$ cat config.mk
export PLATFORM = sky130hd
export DESIGN_NAME = serial_add_seq
export DESIGN_NICKNAME = d
export VERILOG_FILES = /design/src/rtl/serial_add_pkg.sv /design/src/rtl/serial_add_seq.sv
export SDC_FILE = /design/constraint.sdc
export NUM_CORES = 1
export LEC_CHECK = 0
export ABC_AREA = 1
export CAP_MARGIN = 30
export CORE_MARGIN = 5
export CORE_UTILIZATION = 49
export DETAILED_ROUTE_END_ITERATION = 6
export GPL_ROUTABILITY_DRIVEN = 0
export PLACE_DENSITY_LB_ADDON = 0.08
export SLEW_MARGIN = 20
export SYNTH_ARGS = -nofsm -noshare
export SYNTH_HDL_FRONTEND = slang
export SYNTH_SLANG_ARGS = --single-unit
$ cat constraint.sdc
create_clock -name clk -period 1.6 [get_ports clk]
set_clock_uncertainty 0.1 [all_clocks]
set_input_delay 0.32 -clock clk [delete_from_list [all_inputs] [get_ports clk]]
set_output_delay 0.32 -clock clk [all_outputs]
set_load 0.03 [all_outputs]
$ cat src/rtl/serial_add_pkg.sv
// Shared types and helpers for the serial-adder word sequencer.
package serial_add_pkg;

    typedef enum logic [1:0] {
        IDLE,
        CLR,
        SHIFT,
        DONE
    } state_e;

    localparam int unsigned WIDTH_MIN = 2;
    localparam int unsigned WIDTH_MAX = 32;

    // Bits needed to count 0..value-1, never less than one.
    function automatic int unsigned clog2(input int unsigned value);
        int unsigned r;
        int unsigned p;
        r = 0;
        p = 1;
        while (p < value) begin
            p = p << 1;
            r = r + 1;
        end
        return (r == 0) ? 1 : r;
    endfunction

endpackage

$ cat src/rtl/serial_add_seq.sv
// Word-level sequencer for a bit-serial adder: clears it, streams operands
// LSB-first on registered outputs, and collects the {carry, sum} result.
module serial_add_seq
    import serial_add_pkg::*;
#(
    parameter int unsigned WIDTH = 4
) (
    input  logic             clk,
    input  logic             reset,
    input  logic             in_valid,
    output logic             in_ready,
    input  logic [WIDTH-1:0] in_a,
    input  logic [WIDTH-1:0] in_b,
    input  logic             in_cin,
    output logic             sa_clr,
    output logic             sa_a,
    output logic             sa_b,
    output logic             sa_cin,
    input  logic             sa_s,
    input  logic             sa_cout,
    output logic             out_valid,
    input  logic             out_ready,
    output logic [WIDTH:0]   out_sum,
    output logic             busy
);

    localparam int unsigned CW = clog2(WIDTH);

    state_e           state_q, state_d;
    logic [WIDTH-1:0] a_q, a_d;
    logic [WIDTH-1:0] b_q, b_d;
    logic             cin_q, cin_d;
    logic [CW-1:0]    cnt_q, cnt_d;
    logic [WIDTH:0]   sum_q, sum_d;
    logic             sa_clr_q, sa_clr_d;
    logic             sa_a_q, sa_a_d;
    logic             sa_b_q, sa_b_d;
    logic             sa_cin_q, sa_cin_d;
    logic             last_bit;

    assign last_bit = (cnt_q == CW'(WIDTH - 1));

    // sa_* are computed for the state being entered and registered, so the
    // adder sees bit k for the whole SHIFT cycle that samples its sum.
    always_comb begin
        state_d  = state_q;
        a_d      = a_q;
        b_d      = b_q;
        cin_d    = cin_q;
        cnt_d    = cnt_q;
        sum_d    = sum_q;
        sa_clr_d = 1'b0;
        sa_a_d   = 1'b0;
        sa_b_d   = 1'b0;
        sa_cin_d = 1'b0;
        case (state_q)
            IDLE: begin
                if (in_valid) begin
                    a_d      = in_a;
                    b_d      = in_b;
                    cin_d    = in_cin;
                    cnt_d    = '0;
                    sa_clr_d = 1'b1;
                    state_d  = CLR;
                end
            end
            CLR: begin
                sa_a_d   = a_q[0];
                sa_b_d   = b_q[0];
                sa_cin_d = cin_q;
                a_d      = a_q >> 1;
                b_d      = b_q >> 1;
                state_d  = SHIFT;
            end
            SHIFT: begin
                sum_d[cnt_q] = sa_s;
                if (last_bit) begin
                    sum_d[WIDTH] = sa_cout;
                    state_d      = DONE;
                end else begin
                    cnt_d  = cnt_q + CW'(1);
                    sa_a_d = a_q[0];
                    sa_b_d = b_q[0];
                    a_d    = a_q >> 1;
                    b_d    = b_q >> 1;
                end
            end
            DONE: begin
                if (out_ready) begin
                    state_d = IDLE;
                end
            end
            default: begin
                state_d = IDLE;
            end
        endcase
    end

    always_ff @(posedge clk or negedge reset) begin
        if (!reset) begin
            state_q  <= IDLE;
            a_q      <= '0;
            b_q      <= '0;
            cin_q    <= 1'b0;
            cnt_q    <= '0;
            sum_q    <= '0;
            sa_clr_q <= 1'b0;
            sa_a_q   <= 1'b0;
            sa_b_q   <= 1'b0;
            sa_cin_q <= 1'b0;
        end else begin
            state_q  <= state_d;
            a_q      <= a_d;
            b_q      <= b_d;
            cin_q    <= cin_d;
            cnt_q    <= cnt_d;
            sum_q    <= sum_d;
            sa_clr_q <= sa_clr_d;
            sa_a_q   <= sa_a_d;
            sa_b_q   <= sa_b_d;
            sa_cin_q <= sa_cin_d;
        end
    end

    assign in_ready  = (state_q == IDLE);
    assign busy      = (state_q != IDLE);
    assign out_valid = (state_q == DONE);
    assign out_sum   = sum_q;
    assign sa_clr    = sa_clr_q;
    assign sa_a      = sa_a_q;
    assign sa_b      = sa_b_q;
    assign sa_cin    = sa_cin_q;

endmodule

* Word level (Yosys, flattened, before mapping) *
Cells that the tools add are included.
W data, S select, Z words.

word-level totals
  register bits after elaboration = 22
  word-level logic and storage cells = 54

cells by class
  add/subtract/negate cells = 1
  order comparisons = 2
  equality and inequality tests = 8
  multiplexer cells = 24
  reduce and logical (&&, ||, !) cells = 9

operators by type and width
  kind                   number
  $pmux W4 S3            2
  $mux W4                4
  $mux W2                5
  $reduce_and A3 Y1      3
  $pmux W2 S4            1
  $mux W1                7
  $eq A2 B2 Y1 const B   3
  $ne A2 B2 Y1 const B   3
  $bwmux W5              1
  $lt A2 B4 Y1 const B   1
  $pmux W1 S2            2
  $pmux W2 S2            1
  $reduce_bool A2 Y1     2
  $reduce_bool A3 Y1     1
  $add A2 B1 Y2 const B  1
  $demux W1 S2           1
  $eq A2 B1 Y1 const B   1
  $ge A2 B1 Y1 const B   1
  $logic_not A2 Y1       1
  $ne A2 B1 Y1 const B   1
  $reduce_and A2 Y1      1
  $logic_and A1 B1 Y1    1

* Longest topological paths before layout *
Gate-level depths: netlist of the first run.

  depth in word-level cells = 6
  mapped depth = 8
  mapped depth without buffers = 7

* Worst setup path before layout of the first run *
No wires, ideal clock.

  path kind = flip-flop to flip-flop
  start = register state_q[0]
  end = register cnt_q[0]
  arrival time = 1.445 ns
  required time = 1.383 ns
  setup slack = -0.062 ns
  stages on the path, launching flop included = 8
  buffers on the path = 0
  period minus slack after synthesis = 1.662 ns
  path through = dfrtp_1 -> inv_1 -> ha_1 -> inv_1 -> nand2_1 -> nand3_1 -> nand2_1 -> nand2_1

on the way
  cells in the longest elaborated chain, start to end = 3
  elaborated cells between the ends (all ways) = 7
  classes of those cells = 3 x eq/ne; 1 x mux; 3 x reduce/logical

ends and longest elaborated chain
  element                                                              line                   source
  start, declared                                                      serial_add_seq.sv:29   state_e state_q, state_d;
  start signal, assigned                                               serial_add_seq.sv:112  state_q <= state_d;
  $logic_not A2 Y1 *                                                   -
  net in_ready                                                         serial_add_seq.sv:11   output logic in_ready,
  $ne A2 B2 Y1 (no line) / $reduce_bool A2 Y1 (equally long branches)  -
  $reduce_and A3 Y1 (no line)                                          -
  end signal, assigned                                                 serial_add_seq.sv:116  cnt_q <= cnt_d;
  end, declared                                                        serial_add_seq.sv:33   logic [CW-1:0] cnt_q, cnt_d;

Mark *: on every way through the listed nets, which the timed path passes. The rest lies on a longest branch.
A chain may end at the register's enable or synchronous reset.

* Worst setup path in the final report of the first run *
  start = register state_q[0]
  end = output busy

on the way
  cells in the longest elaborated chain, start to end = 1

ends and longest elaborated chain
  element             line                   source
  $reduce_bool A2 Y1  serial_add_seq.sv:126  assign busy = (state_q != IDLE);
  end, declared       serial_add_seq.sv:24   output logic busy

No other way between the ends.

==> results of run 1 <==
power by group through the flow:
stage / sequential, mW / clock, mW / combinational [mW]
6_report: 0.929 / 0.427 / 1.93
5_1_grt: 0.959 / 0.473 / 2.17
4_1_cts: 0.930 / 0.441 / 1.84
3_5_place_dp: 0.965 / 0 / 1.66
3_3_place_gp: 0.953 / 0 / 1.61
2_1_floorplan: 1.12 / 0 / 1.03
state kept, by name, summed over array words and instances (netlist names):
signal / cells
out_sum: 5
a_q: 4
sa_cin: 1
state_q: 2
sa_clr: 1
sa_a: 1
cin_q: 1
b_q: 4
sa_b: 1
cnt_q: 2
routing by layer:
metal,GRT usage,routed length [microns],vias up
met3,0.0329,180,2
met5,0,0,-
met4,0.0388,10,0
li1,-,-,502
met2,0.240,1140,26
met1,0.207,981,418
cell usage in the layout, fill, tap and decap left out, drive strengths merged:
cell type,count
nand2,58
inv,26
dfrtp,22
clkdlybuf4s50,14
o21ai,11
buf,11
ha,10
dlygate4sd2,9
nor2,6
nand4,4
nand3,4
clkbuf,3
bufinv,1
worst register-to-register path, delay by kind of cell, from the launching register on:
kind / cells / cell delay [ns]
flip-flops: 1 / 0.41
adder cells (fa/ha/maj): 1 / 0.20
AND/OR/NAND/NOR: 5 / 0.42
buffers and inverters: 2 / 0.30
repair_timing:
| item | CTS | global route |
|---|---|---|
| endpoints found under the setup margin | 12 | 15 |
| buffers inserted | 6 | 1 |
| resized for setup | 18 | 7 |
| pin swaps | 1 | 2 |
logic make-up (layout without fill, tap and decap cells):
family          after synthesis  in the layout
simple gates                 72             72
buf+inv                      28             64
flops                        22             22
compound gates               11             11
fa+ha+maj                    10             10
final cells by class:
| class | count | share of cell area |
|---|---|---|
| Multi-Input combinational cell | 93 | 0.346 |
| Sequential cell | 22 | 0.342 |
| Timing Repair Buffer | 34 | 0.194 |
| Inverter | 26 | 0.0637 |
| Tap cell | 28 | 0.0217 |
| Clock inverter | 1 | 0.0186 |
| Clock buffer | 3 | 0.0140 |
how the worst min path moves through the flow:
stage                     depth (start not counted)    endpoint  slack [ns]
after detailed placement                          2      b_q[2]        0.37
after global placement                            2  out_sum[4]        0.36
after floorplan                                   0      a_q[0]       -0.08
final                                             2  out_sum[0]        0.25
after global routing                              2        sa_b        0.26
after CTS                                         2        sa_b        0.26
==> results by group, run 1 <==
Synthesis
  • Share of the synthesized area in the top cell type: 0.470
  • Distinct cells, synth: 15
  • Mux contribution to synthesized area: 0
  • XOR/XNOR Fraction of Synth Area: 0
  • Largest family of logic cells by synthesized area: simple AND/OR/NAND/NOR gates
  • Synthesized area: 1170 sq um
  • Post-synth top cells: nand2_1 (55), inv_1 (25), dfrtp_1 (22)
  • Yosys reg bits: 22
  • Synth Area in Simple Gates: 0.277
  • Main synth FF type: dfrtp_1
  • EDFF count, synth: 0
  • Post-synthesis cell count: 143
  • Largest area contributor in the netlist: dfrtp_1
  • Synth Area in Adders: 0.107
  • Synth Warn #: 0
  • Ys async rst share: 1.00
  • Avg Cell Area, Syn: 8.19 sq um
  • Post-Syn Nets: 168
  • Post-synthesis sequential area ratio: 0.470
  • Synth Area in Compound Gates: 0.0470
  • Most numerous cell in the Yosys netlist: nand2_1
  • Synth area leaders: dfrtp_1 (47%), nand2_1 (18%), ha_1 (11%), inv_1 (8.0%), o21ai_0 (4.7%)

Finish
  • FILL cells: 179
  • Finished Layout Cells: 207
  • Antenna diode count: 0
  • Area of the multi-input gates: 558 sq um
  • Post-route cell area: 1610 sq um
  • Layout Utilization: 0.715
  • Share of post-route cells with drive strength above 1: 0.151
  • Final net count: 205
  • Area grow syn2layout: 37.6%
  • Seq. cell area: 551 sq um

Placed design
  • Placed insts: 196
  • Area after DPL: 1450 sq um
  • DP HPWL: 1.67 mm
  • Pre-CTS setup slack: 0.0474 ns
  • I/O Buffers: 26

Global route
  • First-pass GRT wire length: 4.06 mm
  • Total grt overflow: 0
  • Overall Global Routing Usage: 0.150
  • Largest net degree at the start of global routing: 23
  • Vias in the first global route: 914
  • Antenna violations before repair: 0

Floorplan
  • # rows: 17
  • CORE AREA: 2250 sq um
  • Initial core utilization: 0.519
  • Die Y: 58.9 microns
  • Ports: 27
  • Die ar.: 3470 sq um
  • Die W: 58.9 microns

Min path
  • Worst hold path class: in2async

Pwr
  • Switching Fraction: 0.441
  • Leak: 0.880 nW
  • Int Pwr: 1.84 mW
  • Overall power: 3.29 mW
  • PwrDens: 2040 nW/um^2
  • Combinational power share: 0.588
  • Switch Pwr: 1.45 mW
  • Peak VDD IR: 1520 uV
  • Clock power frac: 0.130
  • Seq pwr share: 0.282

Worst setup path
  • R2R Setup Slk: 0.12 ns
  • Crit. End Element: primary output
  • WP data arrival: 1.22 ns
  • Worst Path Buf+Inv: 4
  • Crit-path max FO: 4
  • FF-to-FF Start: state_q[1]
  • Cells along the critical path: buf_6, inv_4, ha_4, inv_4, buf_6
  • FF-to-FF End: a_q[3]
  • Worst path depth: 5
  • Crit path launch: state_q[0]
  • Worst EP required: 1.18 ns
  • CP peak stage delay: 0.41 ns
  • Critical Path Start Type: flop
  • Cell family with most CP delay: flip-flops
  • CP endpoint: busy
  • Worst Setup Path Type: reg2out
  • R2R cell count: 8
  • CP max stage cell: dfrtp_1

Routing
  • Total wire length: 2.32 mm
  • Post-route ant nets: 0
  • Avg WL per Cell: 11.2 microns
  • Vias: 948
  • Initial DRC Count: 21
  • DRC: 0
  • Vias per cell: 4.58
  • Drt first pass iters: 4

Clock network
  • Clock tree buffer depth: 2
  • Num CTS Buffers: 3
  • Sink Count: 22
  • CTS tree: yes
  • Cts hold-fix bufs: 0
  • Clock transition at the registers of the reported paths: 0.13 ns
  • Worst-Skew Late Latency: 0.30 ns
  • Clock root buffer: clkbuf_4
  • H-tree Lvls: 1

Status
  • Outcome: finished, violations left
  • Violated checks: negative setup slack

STA
  • WHS: 0.251 ns
  • Slew Viols, Final: 0
  • Fin crit share: 1.02
  • Setup-failing EPs final: 2
  • Crit path time final: 1.64 ns
  • Worst Slack Setup Final: -0.0354 ns
  • Max frequency: 611 MHz
  • Worst-Margin Slew: 0.319 ns
  • TNS Setup: -0.0671 ns
  • RSZ-0062 raised after global routing: yes
  • Fin. Hold Viols: 0
  • Slew HR: 0.788

Run
  • Max-cap violations: 0
Power figures use the tool's default switching activity.
==> inputs of run 2 (changes only) <==
--- a/config.mk
+++ b/config.mk
@@ -9,6 +9,7 @@
 export CAP_MARGIN = 30
 export CORE_MARGIN = 5
 export CORE_UTILIZATION = 49
+export CTS_BUF_LIST = sky130_fd_sc_hd__clkbuf_4 sky130_fd_sc_hd__clkbuf_8 sky130_fd_sc_hd__clkbuf_16
 export DETAILED_ROUTE_END_ITERATION = 6
 export GPL_ROUTABILITY_DRIVEN = 0
 export PLACE_DENSITY_LB_ADDON = 0.08
==> constraint.sdc (replaced) <==
create_clock -name clk -period 1.6 [get_ports clk]
set_clock_uncertainty 0.1 [all_clocks]
set_input_delay 0.48 -clock clk [delete_from_list [all_inputs] [get_ports clk]]
set_output_delay 0.48 -clock clk [all_outputs]
set_load 0.03 [all_outputs]
==> results by group, run 2 (synthesized netlist as in run 1, its figures left out) <==
Status
  • Outcome: finished, violations left
  • Violated checks: negative setup slack

Finish
  • Area grow syn2layout: 36.9%
  • Most common cell after layout, fill and taps aside: nand2_1
  • Most frequent cells in the layout: nand2_1 (55), inv_1 (22), dfrtp_1 (22), buf_4 (17), clkdlybuf4s50_1 (14)
  • Final net count: 209
  • Max FFs per register: 5
  • Share of post-route cells with drive strength above 1: 0.219
  • Antenna diode count: 0

Floorplan
  • # rows: 17
  • Die ar.: 3470 sq um
  • Ports: 27
  • Die W: 58.9 microns
  • Initial core utilization: 0.519
  • Die Y: 58.9 microns
  • CORE AREA: 2250 sq um

Routing
  • Drt first pass iters: 4
  • DRC: 0
  • Total wire length: 2.47 mm
  • Avg WL per Cell: 11.7 microns
  • Vias: 1008
  • Vias per cell: 4.78
  • Post-route ant nets: 0
  • Initial DRC Count: 22

STA
  • Slew HR: 0.813
  • Fin crit share: 1.08
  • Worst Slack Setup Final: -0.126 ns
  • RSZ-0062 raised after global routing: yes
  • Worst-Margin Slew: 0.281 ns
  • Max frequency: 580 MHz
  • Crit path time final: 1.73 ns
  • Slew Viols, Final: 0
  • WHS: 0.393 ns
  • Fin. Hold Viols: 0
  • Setup-failing EPs final: 3

Clock network
  • H-tree Lvls: 1
  • Worst-Skew Late Latency: 0.30 ns
  • Clock root buffer: clkbuf_4
  • Clock transition at the registers of the reported paths: 0.12 ns
  • CTS tree: yes
  • Sink Count: 22
  • Clock tree buffer depth: 2
  • Num CTS Buffers: 3
  • Cts hold-fix bufs: 0

Worst setup path
  • Crit. End Element: primary output
  • Cells along the critical path: inv_2, ha_4, inv_2, buf_6
  • FF-to-FF Start: state_q[1]
  • R2R cell count: 8
  • Worst EP required: 1.02 ns
  • CP peak stage delay: 0.42 ns
  • CP max stage cell: dfrtp_1
  • Cell repeated most along the worst path: inv_2
  • Critical Path Start Type: flop
  • Worst Setup Path Type: reg2out
  • R2R Setup Slk: 0.10 ns
  • FF-to-FF End: a_q[3]
  • WP data arrival: 1.15 ns
  • Crit path launch: state_q[1]
  • Crit-path max FO: 3

Min path
  • Worst hold path class: reg2reg
  • WHS Path Cells: 2
  • Min-delay src: b_q[1]
  • WHS Endpoint: b_q[1]

Global route
  • Total grt overflow: 0
  • Antenna violations before repair: 0
  • First-pass GRT wire length: 4.44 mm
  • Vias in the first global route: 1007
  • Largest net degree at the start of global routing: 23
  • Overall Global Routing Usage: 0.165

Pwr
  • Overall power: 3.23 mW
  • PwrDens: 2020 nW/um^2
  • Peak VDD IR: 1230 uV
  • Leak: 0.891 nW

Placed design
  • DP HPWL: 1.76 mm
  • I/O Buffers: 26

Run
  • Max-cap violations: 0
## run 2: routing by layer
layer | track usage | vias up | routed length, microns
met5 | 0 | - | 0
met4 | 0.0388 | 0 | 22
met3 | 0.0373 | 2 | 155
met2 | 0.289 | 24 | 1290
met1 | 0.207 | 467 | 999
li1 | - | 515 | -
## run 2: how the worst max path moves through the flow
| stage | end | slack [ns] |
|---|---|---|
| floorplan | busy | 0.03 |
| global placement | b_q[3] | -0.07 |
| detailed placement | a_q[1] | -0.10 |
| CTS | busy | -0.14 |
| global route | busy | -0.19 |
| finish | busy | -0.13 |
## run 2: final cells by class
type | count | area (sq um)
fill | 177 | 652
multi-input combinational | 93 | 549
clock buffer | 4 | 36.3
tap | 28 | 35.0
sequential | 22 | 551
inverter | 26 | 97.6
timing repair buffer | 38 | 334
## run 2: repair_timing
| item | in CTS | in global routing |
|---|---|---|
| pin swaps | 2 | 1 |
| setup buffers | 9 | 1 |
| resized for setup | 20 | 7 |
| setup endpoints to repair | 6 | 15 |
## run 2: report_power, final
part	switching [mW]	total, mW	internal (mW)
combinational	1.15	1.98	0.829
clock	0.165	0.304	0.139
sequential	0.146	0.950	0.804
## run 2: stage by stage
step                std cells  setup TNS [ns]  area [sq um]  setup slack (ns)   util
floorplan                 143               0          1170            0.0315      -
global placement          197          -0.486          1440           -0.0654  0.640
detailed placement        197          -0.840          1440            -0.103  0.640
CTS                       210          -0.385          1590            -0.135  0.705
global route              211          -0.545          1600            -0.189  0.711
finish                    211          -0.357          1600            -0.126  0.711
## run 2: critical path: cells and delay by family (launching register included)
family / cells / cell delay (ns)
adder cells (fa/ha/maj): 1 / 0.15
buffers and inverters: 3 / 0.26
flip-flops: 1 / 0.42
